--- config.mk ---
export PLATFORM = sky130hd
export DESIGN_NAME = pila_retorno
export DESIGN_NICKNAME = d
export VERILOG_FILES = /design/src/rtl/pila_retorno_pkg.sv /design/src/rtl/pila_retorno_mem.sv /design/src/rtl/pila_retorno.sv
export SDC_FILE = /design/constraint.sdc
export NUM_CORES = 1
export LEC_CHECK = 0
export CAP_MARGIN = 20
export CORE_MARGIN = 4
export CORE_UTILIZATION = 30
export CTS_BUF_LIST = sky130_fd_sc_hd__clkbuf_16
export CTS_CLUSTER_SIZE = 12
export DETAILED_ROUTE_END_ITERATION = 6
export DONT_BUFFER_PORTS = 1
export PLACE_DENSITY = 0.43
export SLEW_MARGIN = 40
export SYNTH_ARGS = -nofsm -noshare
export SYNTH_HDL_FRONTEND = slang
export SYNTH_SLANG_ARGS = --single-unit
export TNS_END_PERCENT = 50
--- constraint.sdc ---
create_clock -name clk_i -period 3.5 [get_ports clk_i]
set_clock_uncertainty 0.05 [all_clocks]
set_input_delay 0.7 -clock clk_i [delete_from_list [all_inputs] [get_ports clk_i]]
set_output_delay 0.7 -clock clk_i [all_outputs]
set_load 0.01 [all_outputs]
--- src/rtl/pila_retorno_pkg.sv ---
// Shared definitions for the return-address stack and the IP datapath it feeds.
`default_nettype none

package pila_retorno_pkg;

  localparam int ADDR_W        = 16;
  localparam int DEFAULT_DEPTH = 8;

  // Request opcode, formed as {CALL, RET}
  typedef enum logic [1:0] {
    OP_NONE = 2'b00,
    OP_RET  = 2'b01,
    OP_CALL = 2'b10,
    OP_TAIL = 2'b11
  } op_e;

endpackage

`default_nettype wire

--- src/rtl/pila_retorno_mem.sv ---
// Return-address storage: one synchronous write port, one asynchronous read port.
`default_nettype none

module pila_retorno_mem #(
  parameter int WIDTH = 16,
  parameter int DEPTH = 8,
  parameter int PTR_W = $clog2(DEPTH)
) (
  input  logic             clk_i,
  input  logic             we_i,
  input  logic [PTR_W-1:0] waddr_i,
  input  logic [WIDTH-1:0] wdata_i,
  input  logic [PTR_W-1:0] raddr_i,
  output logic [WIDTH-1:0] rdata_o
);

  // Contents are don't-care after reset, so the array carries no reset.
  logic [WIDTH-1:0] mem_q [DEPTH];

  always_ff @(posedge clk_i) begin
    if (we_i) begin
      mem_q[waddr_i] <= wdata_i;
    end
  end

  assign rdata_o = mem_q[raddr_i];

endmodule

`default_nettype wire

--- src/rtl/pila_retorno.sv ---
// Return-address stack driving the IP register load path (CALL/RET/tail-call).
`default_nettype none

module pila_retorno
  import pila_retorno_pkg::*;
#(
  parameter int WIDTH = ADDR_W,
  parameter int DEPTH = DEFAULT_DEPTH,
  parameter int PTR_W = $clog2(DEPTH)
) (
  input  logic             clk_i,
  input  logic             rst_i,
  input  logic             call_i,
  input  logic             ret_i,
  input  logic [WIDTH-1:0] ip_in_i,
  input  logic [WIDTH-1:0] call_addr_i,
  input  logic             clr_err_i,
  output logic [WIDTH-1:0] target_o,
  output logic             redirect_o,
  output logic [PTR_W:0]   count_o,
  output logic             full_o,
  output logic             empty_o,
  output logic             ovf_o,
  output logic             unf_o
);

  localparam logic [PTR_W:0] FULL_CNT = (PTR_W+1)'(DEPTH);

  logic [PTR_W:0]   count_q, count_d;
  logic [WIDTH-1:0] target_q, target_d;
  logic             redirect_q, redirect_d;
  logic             ovf_q, ovf_d;
  logic             unf_q, unf_d;

  logic             we;
  logic [PTR_W-1:0] waddr;
  logic [WIDTH-1:0] wdata;
  logic [WIDTH-1:0] rdata;
  logic [PTR_W-1:0] top_idx;
  logic             full, empty;
  logic             set_ovf, set_unf;
  op_e              op;

  assign full    = (count_q == FULL_CNT);
  assign empty   = (count_q == '0);
  // Low bits wrap correctly when COUNT==DEPTH: top entry is DEPTH-1.
  assign top_idx = count_q[PTR_W-1:0] - PTR_W'(1);

  pila_retorno_mem #(
    .WIDTH (WIDTH),
    .DEPTH (DEPTH),
    .PTR_W (PTR_W)
  ) u_mem (
    .clk_i   (clk_i),
    .we_i    (we),
    .waddr_i (waddr),
    .wdata_i (wdata),
    .raddr_i (top_idx),
    .rdata_o (rdata)
  );

  always_comb begin
    op         = op_e'({call_i, ret_i});
    count_d    = count_q;
    target_d   = target_q;
    redirect_d = 1'b0;
    we         = 1'b0;
    waddr      = count_q[PTR_W-1:0];
    wdata      = ip_in_i + WIDTH'(1);
    set_ovf    = 1'b0;
    set_unf    = 1'b0;

    case (op)
      OP_CALL: begin
        if (full) begin
          set_ovf = 1'b1;
        end else begin
          we         = 1'b1;
          count_d    = count_q + (PTR_W+1)'(1);
          target_d   = call_addr_i;
          redirect_d = 1'b1;
        end
      end
      OP_RET: begin
        if (empty) begin
          set_unf = 1'b1;
        end else begin
          count_d    = count_q - (PTR_W+1)'(1);
          target_d   = rdata;
          redirect_d = 1'b1;
        end
      end
      // Tail call replaces the top entry; on an empty stack it is a plain push.
      OP_TAIL: begin
        we         = 1'b1;
        target_d   = call_addr_i;
        redirect_d = 1'b1;
        if (empty) begin
          count_d = count_q + (PTR_W+1)'(1);
        end else begin
          waddr = top_idx;
        end
      end
      default: ;
    endcase

    ovf_d = set_ovf | (ovf_q & ~clr_err_i);
    unf_d = set_unf | (unf_q & ~clr_err_i);
  end

  always_ff @(posedge clk_i or posedge rst_i) begin
    if (rst_i) begin
      count_q    <= '0;
      target_q   <= '0;
      redirect_q <= 1'b0;
      ovf_q      <= 1'b0;
      unf_q      <= 1'b0;
    end else begin
      count_q    <= count_d;
      target_q   <= target_d;
      redirect_q <= redirect_d;
      ovf_q      <= ovf_d;
      unf_q      <= unf_d;
    end
  end

  assign target_o   = target_q;
  assign redirect_o = redirect_q;
  assign count_o    = count_q;
  assign full_o     = full;
  assign empty_o    = empty;
  assign ovf_o      = ovf_q;
  assign unf_o      = unf_q;

endmodule

`default_nettype wire

==> flow_metrics.tcl, run 1 <==
set metrics [dict create \
    crit_type "reg2reg" \
    fin_crit_sh_pct 87.6 \
    fin_area_um2 7710 \
    grt_use_met3_pct 3.96 \
    ys_seq_area_share_pct 66.2 \
    die_w_um 157 \
    h-tree-depth 4 \
    worstRegToRegCells 8 \
    yosysWarningCount 0 \
    use_met2_pct 18.2 \
    clock-sinks 151 \
    required_ns 3.56 \
    diodes 0 \
    place_area_um2 7080 \
    synth_ff_type "edfxtp_1" \
    final_antenna_net_count 0 \
    path_cells "inv_1 > ha_4 > or3b_1 > inv_2 > o31ai_1 > o21ai_1 > nor3_2 > buf_4" \
    synth_area_um2 6680 \
    syn_area_per_cell_um2 13.9 \
    leakagePower_nw 2.73 \
    routedWlPerCell_um 20.6 \
    io_buffers 0 \
    clkSlewWorstSetupHoldPaths_ns 0.06 \
    routed_wl_um 16000 \
    dp_slack_ns 0.401 \
    syn2layout_area_growth_pct 15.5 \
    syn-num-nets 521 \
    use_met1_pct 19.9 \
    post_cts_resized 0 \
    cts_buffers 17 \
    slew_headroom_pct 51.5 \
    worst_ep_arrival_time_ns 3.13 \
    via_per_inst 5.03 \
    drt_first_iter_violations 288 \
    dp_hpwl_um 10700 \
    ir_drop_mv 0.416 \
    grt_pass1_vias 3973 \
    cts_hold_buf 0 \
    synthArstFlopShare_pct 15.2 \
    multi_input_area_um2 2140 \
    status "finished, final reports clean" \
    total_power_w 0.00715 \
    final_hold_viol_count 0 \
    synth_edf_count 128 \
    powerDensity_nw_per_um2 927 \
    yosys.area_share.simple_pct 10.3 \
    path_buf_inv 3 \
    grt_max_degree 40 \
    setup-violations-final 0 \
    synth-compound-area-share_pct 6.82 \
    layout_common_cells "128 x edfxtp_1, 73 x nand3_1, 65 x mux2i_1" \
    dieArea_um2 24700 \
    layout.nets 525 \
    io_pins 62 \
    cp-end-kind "register" \
    rrSetupSlack_ns 0.43 \
    mostFrequentLayoutCell "edfxtp_1" \
    path_depth 8 \
    synth_top_family_by_area "simple AND/OR/NAND/NOR gates" \
    max_freq_ghz 0.326 \
    synth_cell_types 48 \
    worst_pin_slew_ns 0.724 \
    rows 54 \
    synth_mux_area_share_pct 10.1 \
    core-area_um2 21800 \
    clock-root-buffer "clkbuf_16" \
    hold_class "in2async" \
    gr-total-overflow 0 \
    rsz0062_at_grt "no" \
    critPathLaunchType "register" \
    clockBufferDepth 2 \
    dr.pass1.iters 4 \
    syn_inst 481 \
    hold_ws_ns 0.135 \
    grt_pass1_wl_um 24200 \
    drive_above_1_share_pct 14.9 \
    seq_area_um2 4420 \
    antenna_found_initial 0 \
    drv_slew 0 \
    reg2reg_from "count_o[1]" \
    slowest_stage "dfrtp_1" \
    busiest_layer "met1" \
    cts_tree "done" \
    crit_start "count_o[1]" \
    fillers 2102 \
    initial_core_util_pct 30.6 \
    gp_congestion 0.782 \
    maxCapViolCount 0 \
    synth_xor_area_share_pct 2.62 \
    fin_ws_ns 0.434 \
    max_stage_delay_ns 0.54 \
    via_count 3917 \
    die_h_um 157 \
    yosys_register_bits 151 \
    worstPathMaxFanout 11 \
    fin_crit_ns 3.07 \
    drc 0 \
    cts_setup_buffers 0 \
    clock_latency_ns 0.42 \
    cp_top_family "simple AND/OR/NAND/NOR gates" \
    synthAdderAreaFrac_pct 0.562 \
    grt.total_usage_pct 13.2 \
]
==> kinds of logic after synthesis <==
kind of cell	count (synthesis)
adder cells (fa/ha/maj)	3
XOR/XNOR	20
buffers and inverters	47
flip-flops	151
multiplexers	67
AND/OR/NAND/NOR	127
AO/OA/AOI/OAI	66
==> synthesized netlist by cell type, types with 2 or more instances <==
library cell,instances,share of area (%)
inv_1,11,0.62
o22ai_1,2,0.19
nand4_1,21,2.0
o21ai_0,18,1.3
nand2_1,4,0.22
o21ai_1,2,0.15
clkbuf_1,14,0.79
nor2_1,6,0.34
o211ai_1,16,1.8
buf_6,2,0.34
buf_2,8,0.60
nand3_1,73,5.5
a21boi_0,16,1.8
edfxtp_1,128,58
ha_1,3,0.56
mux2_2,2,0.34
xor2_1,7,0.92
buf_1,3,0.17
a21oi_1,3,0.22
dfrtp_1,23,8.6
xnor2_1,13,1.7
mux2i_1,65,9.7
buf_4,6,0.67
nor3_1,11,0.82
==> area by class of cell <==
class                           count  share of cell area (%)
Sequential cell                   151                    57.3
Multi-Input combinational cell    283                    27.8
Clock buffer                       17                    5.52
Tap cell                          280                    4.54
Clock inverter                     15                    2.37
Timing Repair Buffer               19                    1.85
Inverter                           13                   0.633
==> metrics by stage <==
stage	util [%]	setup TNS (ns)	std cells
floorplan	-	-36.27	481
global placement	32.3	0	746
detailed placement	32.5	0	746
CTS	35.2	0	778
global route	35.3	0	778
finish	35.3	0	778
==> report_power, final <==
| group | switching [W] | total, W | internal [W] |
|---|---|---|---|
| registers | 0.000188 | 0.00250 | 0.00231 |
| clock network | 0.000714 | 0.00190 | 0.00118 |
| logic | 0.00178 | 0.00276 | 0.000976 |
| total | 0.00268 | 0.00715 | 0.00447 |
==> sequential cells by signal, indices dropped and copies added (netlist names) <==
signal / count
count_o: 4
ovf_o: 1
redirect_o: 1
target_o: 16
u_mem.mem_q: 128
unf_o: 1
==> path summary, 6_finish.rpt <==
kind / to
worst min-delay path: redirect_o
worst min register to register: target_o[10]
min in group clk_i: ovf_o
worst max register to register: u_mem.mem_q[4][15]
max in group asynchronous: target_o[12]
worst max-delay path: u_mem.mem_q[4][15]
==> per-layer routing <==
layer | vias to the layer above | share of wire, % | routed length, um
li1 | 1852 | - | -
met1 | 1922 | 51 | 8100
met2 | 127 | 41 | 6510
met3 | 16 | 7.6 | 1220
met4 | 0 | 1.2 | 199
met5 | - | 0 | 0
No activity file was read; power rests on OpenSTA's default activity.
==> run 2, diff against run 1 <==
- CORE_MARGIN: 4 -> 5
==> flow_metrics.tcl, run 2 (synthesis gave the netlist of run 1 again) <==
set metrics [dict create \
    gr-total-overflow 0 \
    cts_hold_buf 0 \
    powerDensity_nw_per_um2 914 \
    crit_start "count_o[1]" \
    cts_setup_buffers 0 \
    layout.nets 531 \
    maxCapViolCount 0 \
    io_pins 62 \
    critPathLaunchType "register" \
    ir_drop_mv 0.405 \
    diodes 0 \
    slew_headroom_pct 48.2 \
    dpl.cell_count 752 \
    cp-end-kind "register" \
    routedWlPerCell_um 20.5 \
    dp_slack_ns 0.718 \
    max_stage_delay_ns 0.53 \
    fin_crit_ns 2.87 \
    mostFrequentLayoutCell "edfxtp_1" \
    fin_area_um2 7720 \
    grt_max_degree 40 \
    via_per_inst 5.11 \
    reg2reg_from "count_o[1]" \
    worstRegToRegCells 8 \
    clockBufferDepth 2 \
    cp_top_family "compound AO/OA/AOI/OAI gates" \
    drt_first_iter_violations 408 \
    largest_register_ffs 128 \
    rrSetupSlack_ns 0.63 \
    hold_class "in2async" \
    fin_ws_ns 0.633 \
    top_register "u_mem.mem_q" \
    clock_latency_ns 0.42 \
    via_count 4005 \
    worst_pin_slew_ns 0.774 \
    drc 0 \
    place_area_um2 7130 \
    die_w_um 159 \
    clkSlewWorstSetupHoldPaths_ns 0.06 \
    leakagePower_nw 2.74 \
    setup-violations-final 0 \
    io_buffers 0 \
    h-tree-depth 4 \
    dr.pass1.iters 5 \
    die_h_um 159 \
    dp_hpwl_um 11200 \
    drv_slew 0 \
    path_buf_inv 3 \
    routed_wl_um 16000 \
    dieArea_um2 25300 \
    grt.total_usage_pct 12.6 \
    antenna_found_initial 0 \
    utilization_pct 35.3 \
    slowest_stage "dfrtp_1" \
    worstPathMaxFanout 16 \
    layout_common_cells "128 x edfxtp_1, 73 x nand3_1, 65 x mux2i_1" \
    final_antenna_net_count 0 \
    syn2layout_area_growth_pct 15.6 \
    r2r_end "u_mem.mem_q[1][6]" \
    core-area_um2 21900 \
    hold_ws_ns 0.137 \
    fin_crit_sh_pct 81.9 \
    status "finished, final reports clean" \
    max_freq_ghz 0.349 \
    gp_congestion 0.745 \
    rows 54 \
    required_ns 3.55 \
    final_hold_viol_count 0 \
    rsz0062_at_grt "no" \
    path_cells "inv_1 > ha_4 > or3b_1 > inv_2 > o31ai_1 > o21ai_1 > nor3_2 > buf_4" \
    cts_tree "done" \
    stdcell_count 783 \
    drive_above_1_share_pct 15.5 \
    initial_core_util_pct 30.5 \
    grt_pass1_wl_um 24600 \
    worst_ep_arrival_time_ns 2.92 \
    clock-sinks 151 \
    post_cts_resized 0 \
    clock-root-buffer "clkbuf_16" \
    cts_buffers 17 \
    crit_type "reg2reg" \
    grt_pass1_vias 4047 \
]
## run 2: changes by cell type in the layout (fill, tap and decap cells not counted), sizes merged
cell    before  now
inv         15   13
buf         19   25
bufinv       4    3
clkinv       7    9
## run 2: layout make-up
cell class / instances / area [um^2]
inverter: 13 / 48.8
clock buffer: 17 / 425
timing repair buffer: 25 / 188
tap: 280 / 350
fill: 2134 / 14200
sequential: 151 / 4420
clock inverter: 14 / 158
multi-input combinational: 283 / 2130
## run 2: power breakdown
part	leakage (nW)	switching [W]	internal (W)
sequential	1.44	0.000213	0.00231
combinational	1.01	0.00174	0.000984
clock	0.281	0.000704	0.00111
## run 2: how the worst max path moves through the flow
stage,slack (ns),to,cells past startpoint
2_1_floorplan,-0.30,u_mem.mem_q[1][0],10
3_3_place_gp,0.71,u_mem.mem_q[4][4],8
3_5_place_dp,0.72,u_mem.mem_q[1][8],8
4_1_cts,0.69,u_mem.mem_q[1][6],8
5_1_grt,0.44,u_mem.mem_q[0][10],8
6_report,0.63,u_mem.mem_q[1][6],8
## run 2: metal layers
metal | GRT usage [%] | up-vias | share of wire (%)
met1 | 19.8 | 2003 | 53
met4 | 3.49 | 0 | 0.93
met3 | 3.52 | 9 | 6.2
met5 | 0 | - | 0
li1 | - | 1864 | -
met2 | 16.9 | 129 | 40
## run 2: per-stage QoR
stage          total power (W)  TNS (ns)
2_1_floorplan          0.00447    -36.27
3_3_place_gp           0.00528         0
3_5_place_dp           0.00531         0
4_1_cts                0.00713         0
5_1_grt                0.00745         0
6_report               0.00705         0
==> run 3, diff against run 2 <==
- PLACE_DENSITY: 0.43 -> 0.42
- clock period: 3.5 -> 2.8 ns (I/O delays scaled with it)
==> flow_metrics.tcl, run 3 (synthesis gave the netlist of run 1 again) <==
set metrics [dict create \
    status "complete, but fails checks" \
    violations "negative hold slack" \
    clockBufferDepth 2 \
    met3WireLength_um 947 \
    io_buffers 0 \
    gp_congestion 0.770 \
    clock_latency_ns 0.42 \
    critPathLaunchType "register" \
    required_ns 2.88 \
    grt.total_usage_pct 12.9 \
    mostFrequentLayoutCell "edfxtp_1" \
    rows 54 \
    core-area_um2 21900 \
    grt_pass1_vias 4128 \
    hold_ws_ns -0.00263 \
    grt_max_degree 40 \
    powerDensity_nw_per_um2 1130 \
    reg2reg_from "count_o[0]" \
    worst_pin_slew_ns 0.793 \
    grt_pass1_wl_um 25200 \
    layout_common_cells "128 x edfxtp_1, 73 x nand3_1, 64 x mux2i_1" \
    clock-sinks 151 \
    drv_slew 0 \
    p_sw_share_pct 39.2 \
    dieArea_um2 25300 \
    via_count 4009 \
    ir_drop_mv 0.491 \
    max_stage_delay_ns 0.46 \
    p_sw_w 0.00354 \
    wl_met2_um 6950 \
    setup-violations-final 0 \
    final_hold_viol_count 1 \
    final_antenna_net_count 0 \
    cts_hold_buf 0 \
    syn2layout_area_growth_pct 19.2 \
    layout.nets 539 \
    die_w_um 159 \
    leakagePower_nw 2.80 \
    h-tree-depth 4 \
    drive_above_1_share_pct 18.6 \
    cts_buffers 17 \
    max_freq_ghz 0.394 \
    dp_slack_ns -0.0741 \
    gr-total-overflow 0 \
    io_pins 62 \
    dp_hpwl_um 11200 \
    topRoutingLayerUsed "met4" \
    crit_type "reg2reg" \
    cp_top_family "simple AND/OR/NAND/NOR gates" \
    routedLengthMet1_um 8090 \
    dr.pass1.iters 4 \
    die_h_um 159 \
    maxCapViolCount 0 \
    slew_headroom_pct 46.8 \
    worstPathMaxFanout 9 \
    cp-end-kind "register" \
    drt_first_iter_violations 295 \
    path_cells "clkinv_8 > ha_4 > or3b_4 > inv_2 > o31ai_4 > o21ai_4 > nor3_4 > buf_6" \
    largest_register_ffs 128 \
    pwr-share-clk_pct 24.4 \
    intPower_w 0.00549 \
    seqPwrFrac_pct 34.2 \
    routed_wl_um 16200 \
    path_buf_inv 3 \
    finalSetupTns_ns 0 \
    fin_ws_ns 0.262 \
    fin_crit_sh_pct 90.7 \
    clock-root-buffer "clkbuf_16" \
    cts_tree "done" \
    hold_class "in2async" \
    diodes 0 \
    worst_ep_arrival_time_ns 2.62 \
    via_per_inst 5.06 \
    antenna_found_initial 0 \
    fin_crit_ns 2.54 \
    slowest_stage "dfrtp_1" \
    rsz0062_at_grt "no" \
    clkSlewWorstSetupHoldPaths_ns 0.06 \
    total_power_w 0.00902 \
    routedWlPerCell_um 20.4 \
    pwr-share-comb_pct 41.4 \
    crit_start "count_o[0]" \
    top_register "u_mem.mem_q" \
    drc 0 \
    initial_core_util_pct 30.5 \
]
## run 3: per-layer routing
metal	global-route usage (%)	up-vias
met1	19.2	2007
met4	4.07	0
met5	0	-
li1	-	1887
met2	18.3	104
met3	3.65	11
## run 3: worst register-to-register path, cell delays in order (launching register included)
cell and delay (ns):
dfrtp_1 0.46, clkinv_8 0.07, ha_4 0.15, or3b_4 0.29, inv_2 0.11, o31ai_4 0.27, o21ai_4 0.17, nor3_4 0.45
buf_6 0.23
## run 3: worst paths after layout
check,endpoint,slack [ns],cells after the start
max,u_mem.mem_q[4][6],0.26,8
min,redirect_o,-0.003,1
max reg2reg,u_mem.mem_q[4][6],0.26,8
min reg2reg,target_o[11],0.53,2
max in group asynchronous,target_o[15],2.36,1
min in group clk_i,ovf_o,0.19,1
## run 3: area by class of cell
cell class              count  area, um^2
multi-input cells         283        2240
clock buffers              17         425
clock inverters            15         144
inverters                  13        61.3
repair buffers             33         317
fillers                  2100       13900
well taps                 280         350
flip-flops and latches    151        4420
## run 3: what timing repair did
item                       CTS  global route
setup endpoints to repair   96             0
setup buffers                5             0
gates resized for setup      2             0
## run 3: stage by stage
step,cell area (um^2),utilization (%),cells
4_1_cts,7920,36.2,790
3_5_place_dp,7260,33.2,753
2_1_floorplan,6890,-,481
5_1_grt,7950,36.3,792
6_report,7950,36.3,792
3_3_place_gp,7230,33.0,751
## run 3: power by group through the flow
stage | combinational [W] | clock [W] | sequential, W
2_1_floorplan | 0.00273 | 0 | 0.00313
3_3_place_gp | 0.00365 | 0 | 0.00314
3_5_place_dp | 0.00370 | 0 | 0.00315
4_1_cts | 0.00378 | 0.00226 | 0.00310
5_1_grt | 0.00407 | 0.00236 | 0.00313
6_report | 0.00374 | 0.00220 | 0.00309
==> RTL change 1 (config.mk and constraints of run 3) <==
The output `redirect_o` loses its register stage (`redirect_q` becomes a continuous assignment).
--- a/src/rtl/pila_retorno.sv
+++ b/src/rtl/pila_retorno.sv
@@ -114,3 +114,2 @@
       target_q   <= '0;
-      redirect_q <= 1'b0;
       ovf_q      <= 1'b0;
@@ -120,3 +119,2 @@
       target_q   <= target_d;
-      redirect_q <= redirect_d;
       ovf_q      <= ovf_d;
@@ -125,2 +123,4 @@
   end
+
+  assign redirect_q = redirect_d;
 
Function: changed (Yosys sat finds a counterexample within 4 cycles, from zero or initial values and one cycle with rst_i high).
==> RTL change 1 against run 3 <==
- largest cell class unchanged
- cell area decreased by 0.38%
- via count about the same
- register-to-register slack got worse by 0.02 ns
- hold slack improved by 0.20 ns
- largest power group unchanged
- area after synthesis decreased by 0.37%
- power decreased by 0.21%
- wire length increased by 0.28%
- worst setup slack got worse by 0.11 ns
- combinational power about the same
- sequential cell count decreased by 1
- non-clock buffer count increased by 2
- critical endpoint is now redirect_o
==> RTL change 1: results (changes against run 3) <==
[run_status]
status=completed  ; was finished, violations left

[global_route]
grt_max_degree=40  ; unchanged
grt_usage_pct=13.0  ; was 12.9%
grt_pass1_vias=4083  ; was 4128
grt_pass1_wl_um=25200  ; about the same

[drt]
wl_um=16200  ; about the same
drt_iter0_drc=249  ; was 295
route.met2.wl_um=6750  ; was 6950 um
top_layer=met4  ; unchanged
drt-met1-wl_um=8110  ; was 8090 um
via_per_inst=5.06  ; about the same

[clocking]
cts_resized=3  ; was 2
clk_latency_ns=0.41
post-cts-setup-buffers=2  ; was 5
cts_root_buf=clkbuf_16  ; unchanged
cts_hold_buffers=1  ; was 0

[setup_path]
cp_max_fo=8  ; was 9
r2r_end=u_mem.mem_q[0][1]  ; was u_mem.mem_q[4][6]
endpoint=redirect_o  ; was u_mem.mem_q[4][6]
cp.arrival_ns=2.04  ; was 2.62 ns
r2r_slack_ns=0.24  ; was 0.26 ns

[layout]
clkCellAreaFrac_pct=7.20  ; was 7.16%
nFillCells=2094  ; was 2100
areaGrowthSynthToFinish_pct=19.2  ; about the same
finalNonFillerCells=793  ; was 792
multi_input_cells=283  ; unchanged
drive_gt1_share_pct=18.9  ; was 18.6%
finish.net_count=540  ; was 539
inv_count=13  ; unchanged

[worst_hold_path]
min_path_type=in -> reg  ; was in -> async
hold_end=ovf_o

[logic_synthesis]
synth_mux_area_share_pct=10.1  ; about the same
avgSynthCellArea_um2=13.9  ; about the same
synthAdderAreaFrac_pct=0.564  ; was 0.562%
synth_compound_area_share_pct=6.85  ; was 6.82%
synth_area_leaders=edfxtp_1 58%, mux2i_1 9.8%, dfrtp_1 8.3%, nand3_1 5.5%, nand4_1 2.0%  ; was edfxtp_1 58%, mux2i_1 9.7%, dfrtp_1 8.6%, nand3_1 5.5%, nand4_1 2.0%
syn_nets=520  ; was 521
yosys-top-cells-count=128 x edfxtp_1, 73 x nand3_1, 65 x mux2i_1, 22 x dfrtp_1, 21 x nand4_1  ; was 128 x edfxtp_1, 73 x nand3_1, 65 x mux2i_1, 23 x dfrtp_1, 21 x nand4_1
synth_seq_cells=150  ; was 151
async_flop_share_pct=14.7  ; was 15.2%
synth_xor_xnor_area_share_pct=2.63  ; was 2.62%
yosysSeqAreaShare_pct=66.1  ; was 66.2%

[timing]
worst_pin_slew_ns=0.764  ; was 0.793 ns
fmax_mhz=378  ; was 394 MHz

[place]
dpl.cell_count=757  ; was 753
post-place-ws_ns=-0.0418  ; was -0.0741 ns
dpl.hpwl_um=11400  ; was 11200 um
dpl_cell_area_um2=7290  ; was 7260 um2
gp_congestion=0.756  ; was 0.770

[power_and_ir_drop]
vdd_ir_drop_max_v=0.000517  ; was 0.000491 V
seqPwrFrac_pct=34.1  ; was 34.2%
p_sw_share_pct=39.4  ; was 39.2%

==> RTL change 1: cell types whose count changed after synthesis <==
cell	before	now
dfrtp_1	23	22
==> RTL change 1: logic make-up (layout without fill, tap and decap cells) <==
family / count (synthesis) / count (layout)
muxes: 67 / 67
AOI/OAI and AO/OA: 66 / 66
xor gates and xnor gates: 20 / 20
DFF: 150 / 150
adders and majority gates: 3 / 3
and+or+nand+nor: 127 / 127
buffers and inverters: 47 / 80
==> RTL change 1: routing by layer <==
metal | global-route usage, % | vias to the layer above
met4 | 4.07 | 0
li1 | - | 1889
met1 | 19.9 | 1995
met2 | 18.0 | 117
met5 | 0 | -
met3 | 3.40 | 12
==> RTL change 1: worst max-delay path, stage by stage, from the launching register on <==
cell	delay, ns
dfrtp_1	0.45
clkinv_8	0.07
ha_4	0.11
buf_4	0.16
or4b_4	0.51
a22oi_4	0.21
inv_1	0.10
==> RTL change 2 (settings of run 3) <==
Without the edit above. Set the package constant `DEFAULT_DEPTH` to 4 (it was 8).
--- a/src/rtl/pila_retorno_pkg.sv
+++ b/src/rtl/pila_retorno_pkg.sv
@@ -6,3 +6,3 @@
   localparam int ADDR_W        = 16;
-  localparam int DEFAULT_DEPTH = 8;
+  localparam int DEFAULT_DEPTH = 4;
 
Interface: changed (resized count_o); port bits go from 62 to 61. The function was not compared with the original's and may differ.
==> RTL change 2 against run 3 <==
- cell area fell by 43%
- combinational power fell by 63%
- wire length fell by 42%
- highest routed layer unchanged
- worst setup slack improved by 0.036 ns
- critical path depth fell by 1
- sequential power fell by 36%
- area after synthesis fell by 40%
- power fell by 50%
- sequential cell count fell by 65
- largest cell class unchanged
==> RTL change 2: results (changes against run 3) <==
[run_status]
status=completed  ; was finished, violations left

[clocking]
post-cts-setup-buffers=0  ; was 5
numCtsBuffers=9  ; was 17
htree_num_levels=3  ; was 4
clk_latency_ns=0.33  ; was 0.42 ns
path_clk_slew_ns=0.06  ; about the same
cts_resized=0  ; was 2
cts.path.max_buffers=2  ; unchanged
cts_root_buf=clkbuf_16  ; unchanged

[global_route]
grt_pass1_wl_um=14700  ; was 25200 um
grt_busiest_layer=met2  ; was met1
gr-usage-met1_pct=16.9  ; was 19.2%
use_met3_pct=4.01  ; was 3.65%
use_met2_pct=18.8  ; was 18.3%
grt_max_degree=36  ; was 40
grt_pass1_vias=2432  ; was 4128
grt_usage_pct=12.5  ; was 12.9%
antenna_found_initial=0  ; unchanged

[drt]
drt_iter0_drc=184  ; was 295
via_per_inst=4.94  ; was 5.06
wl_per_cell_um=20.4  ; about the same
dr.pass1.iters=7  ; was 4

[layout]
antenna_cells=0  ; unchanged
largest_register_ffs=64  ; was 128
regMostFlops=u_mem.mem_q  ; unchanged
drive_gt1_share_pct=23.9  ; was 18.6%
finalNonFillerCells=465  ; was 792

[logic_synthesis]
synth_edf_count=64  ; was 128
synth_cell_types=50  ; was 48
async_flop_share_pct=25.6  ; was 15.2%
yosys-top-cells-count=64 x edfxtp_1, 30 x mux2_2, 25 x inv_1, 22 x dfrtp_1  ; was 128 x edfxtp_1, 73 x nand3_1, 65 x mux2i_1, 23 x dfrtp_1, 21 x nand4_1
syn_nets=317  ; was 521
synth_area_leaders=edfxtp_1 48%, dfrtp_1 14%, mux2_2 8.5%, a222oi_1 4.0%, mux2i_1 4.0%  ; was edfxtp_1 58%, mux2i_1 9.7%, dfrtp_1 8.6%, nand3_1 5.5%, nand4_1 2.0%
avgSynthCellArea_um2=14.4  ; was 13.9 um2
yosysSeqAreaShare_pct=62.1  ; was 66.2%
synth_warnings=0  ; unchanged

[place]
dpl.hpwl_um=6660  ; was 11200 um
gp_congestion=0.747  ; was 0.770
dpl.cell_count=449  ; was 753
dpl_cell_area_um2=4240  ; was 7260 um2
io_buffers=0  ; unchanged

[setup_path]
cp_max_fo=16  ; was 9
crit_family=simple AND/OR/NAND/NOR gates  ; unchanged
r2r_start=count_o[1]  ; was count_o[0]
slowest_stage=dfrtp_1  ; unchanged
critPathMaxStageDelay_ns=0.48  ; was 0.46 ns
r2r_slack_ns=0.30  ; was 0.26 ns
r2r_end=u_mem.mem_q[2][11]  ; was u_mem.mem_q[4][6]
reg2reg_depth=7  ; was 8
cp.arrival_ns=2.47  ; was 2.62 ns

[timing]
slew_headroom_pct=51.1  ; was 46.8%
holdWs_ns=0.0876  ; was -0.00263 ns
fin_tns_setup_ns=0  ; unchanged

[power_and_ir_drop]
vdd_ir_drop_max_v=0.000416  ; was 0.000491 V
p_sw_share_pct=32.9  ; was 39.2%
p_leak_nw=1.66  ; was 2.80 nW

[worst_hold_path]
min_path_type=in -> async  ; unchanged

==> RTL change 2: changes by cell type in the layout (fill, tap and decap cells not counted), moves of 14 or more <==
cell      delta
edfxtp_1    -64
nand3_1     -66
a21boi_0    -15
a222oi_1    +16
mux2i_1     -48
nand4_1     -15
o211ai_1    -15
mux2_2      +28
buf_4       -14
o21ai_0     -17
inv_1       +16
==> RTL change 2: kinds of logic after synthesis <==
| group | share of synthesized area [%] |
|---|---|
| muxes | 13.1 |
| xor gates and xnor gates | 3.52 |
| buffers and inverters | 5.35 |
| AOI/OAI and AO/OA | 8.14 |
| and+or+nand+nor | 6.64 |
| adders and majority gates | 1.13 |
| DFF | 62.1 |
==> RTL change 2: how the worst max path moves through the flow <==
stage / endpoint / slack, ns / from
2_1_floorplan: u_mem.mem_q[3][0] / -0.24 / count_o[0]
3_3_place_gp: u_mem.mem_q[2][11] / 0.35 / count_o[1]
3_5_place_dp: u_mem.mem_q[2][14] / 0.30 / count_o[1]
4_1_cts: u_mem.mem_q[2][11] / 0.28 / count_o[1]
5_1_grt: u_mem.mem_q[2][11] / 0.12 / count_o[1]
6_report: u_mem.mem_q[2][11] / 0.30 / count_o[1]
==> RTL change 2: metal layers <==
layer	vias up	share of wire, %
li1	1081	-
met2	65	45
met1	1143	47
met5	-	0
met3	9	6.1
met4	0	1.5
==> RTL change 2: through the flow <==
step / utilization, % / setup WS (ns)
2_1_floorplan: - / -0.244
3_3_place_gp: 32.3 / 0.345
3_5_place_dp: 32.3 / 0.298
4_1_cts: 34.4 / 0.278
5_1_grt: 34.5 / 0.120
6_report: 34.5 / 0.298
==> RTL change 2: layout make-up <==
cell class	count	area [um2]
Timing Repair Buffer	11	82.6
Tap cell	176	220
Clock inverter	7	58.8
Inverter	29	113
Fill cell	1295	8610
Multi-Input combinational cell	147	1360
Sequential cell	86	2470
Clock buffer	9	225
==> RTL change 2: worst reg2reg max path: cells and delay by family, from the launching register on <==
kind                     cells  cell delay, ns
AO/OA/AOI/OAI                1            0.26
flip-flops                   1            0.48
buffers and inverters        3            0.51
adder cells (fa/ha/maj)      1            0.31
AND/OR/NAND/NOR              2            0.58
==> RTL change 2: power by group through the flow <==
stage / Clock [mW] / Combinational (mW) / Sequential, mW
6_report: 1.15 / 1.37 / 1.99
5_1_grt: 1.25 / 1.53 / 2.03
4_1_cts: 1.18 / 1.40 / 2.00
3_5_place_dp: 0 / 1.40 / 2.02
3_3_place_gp: 0 / 1.40 / 2.02
2_1_floorplan: 0 / 1.08 / 1.97
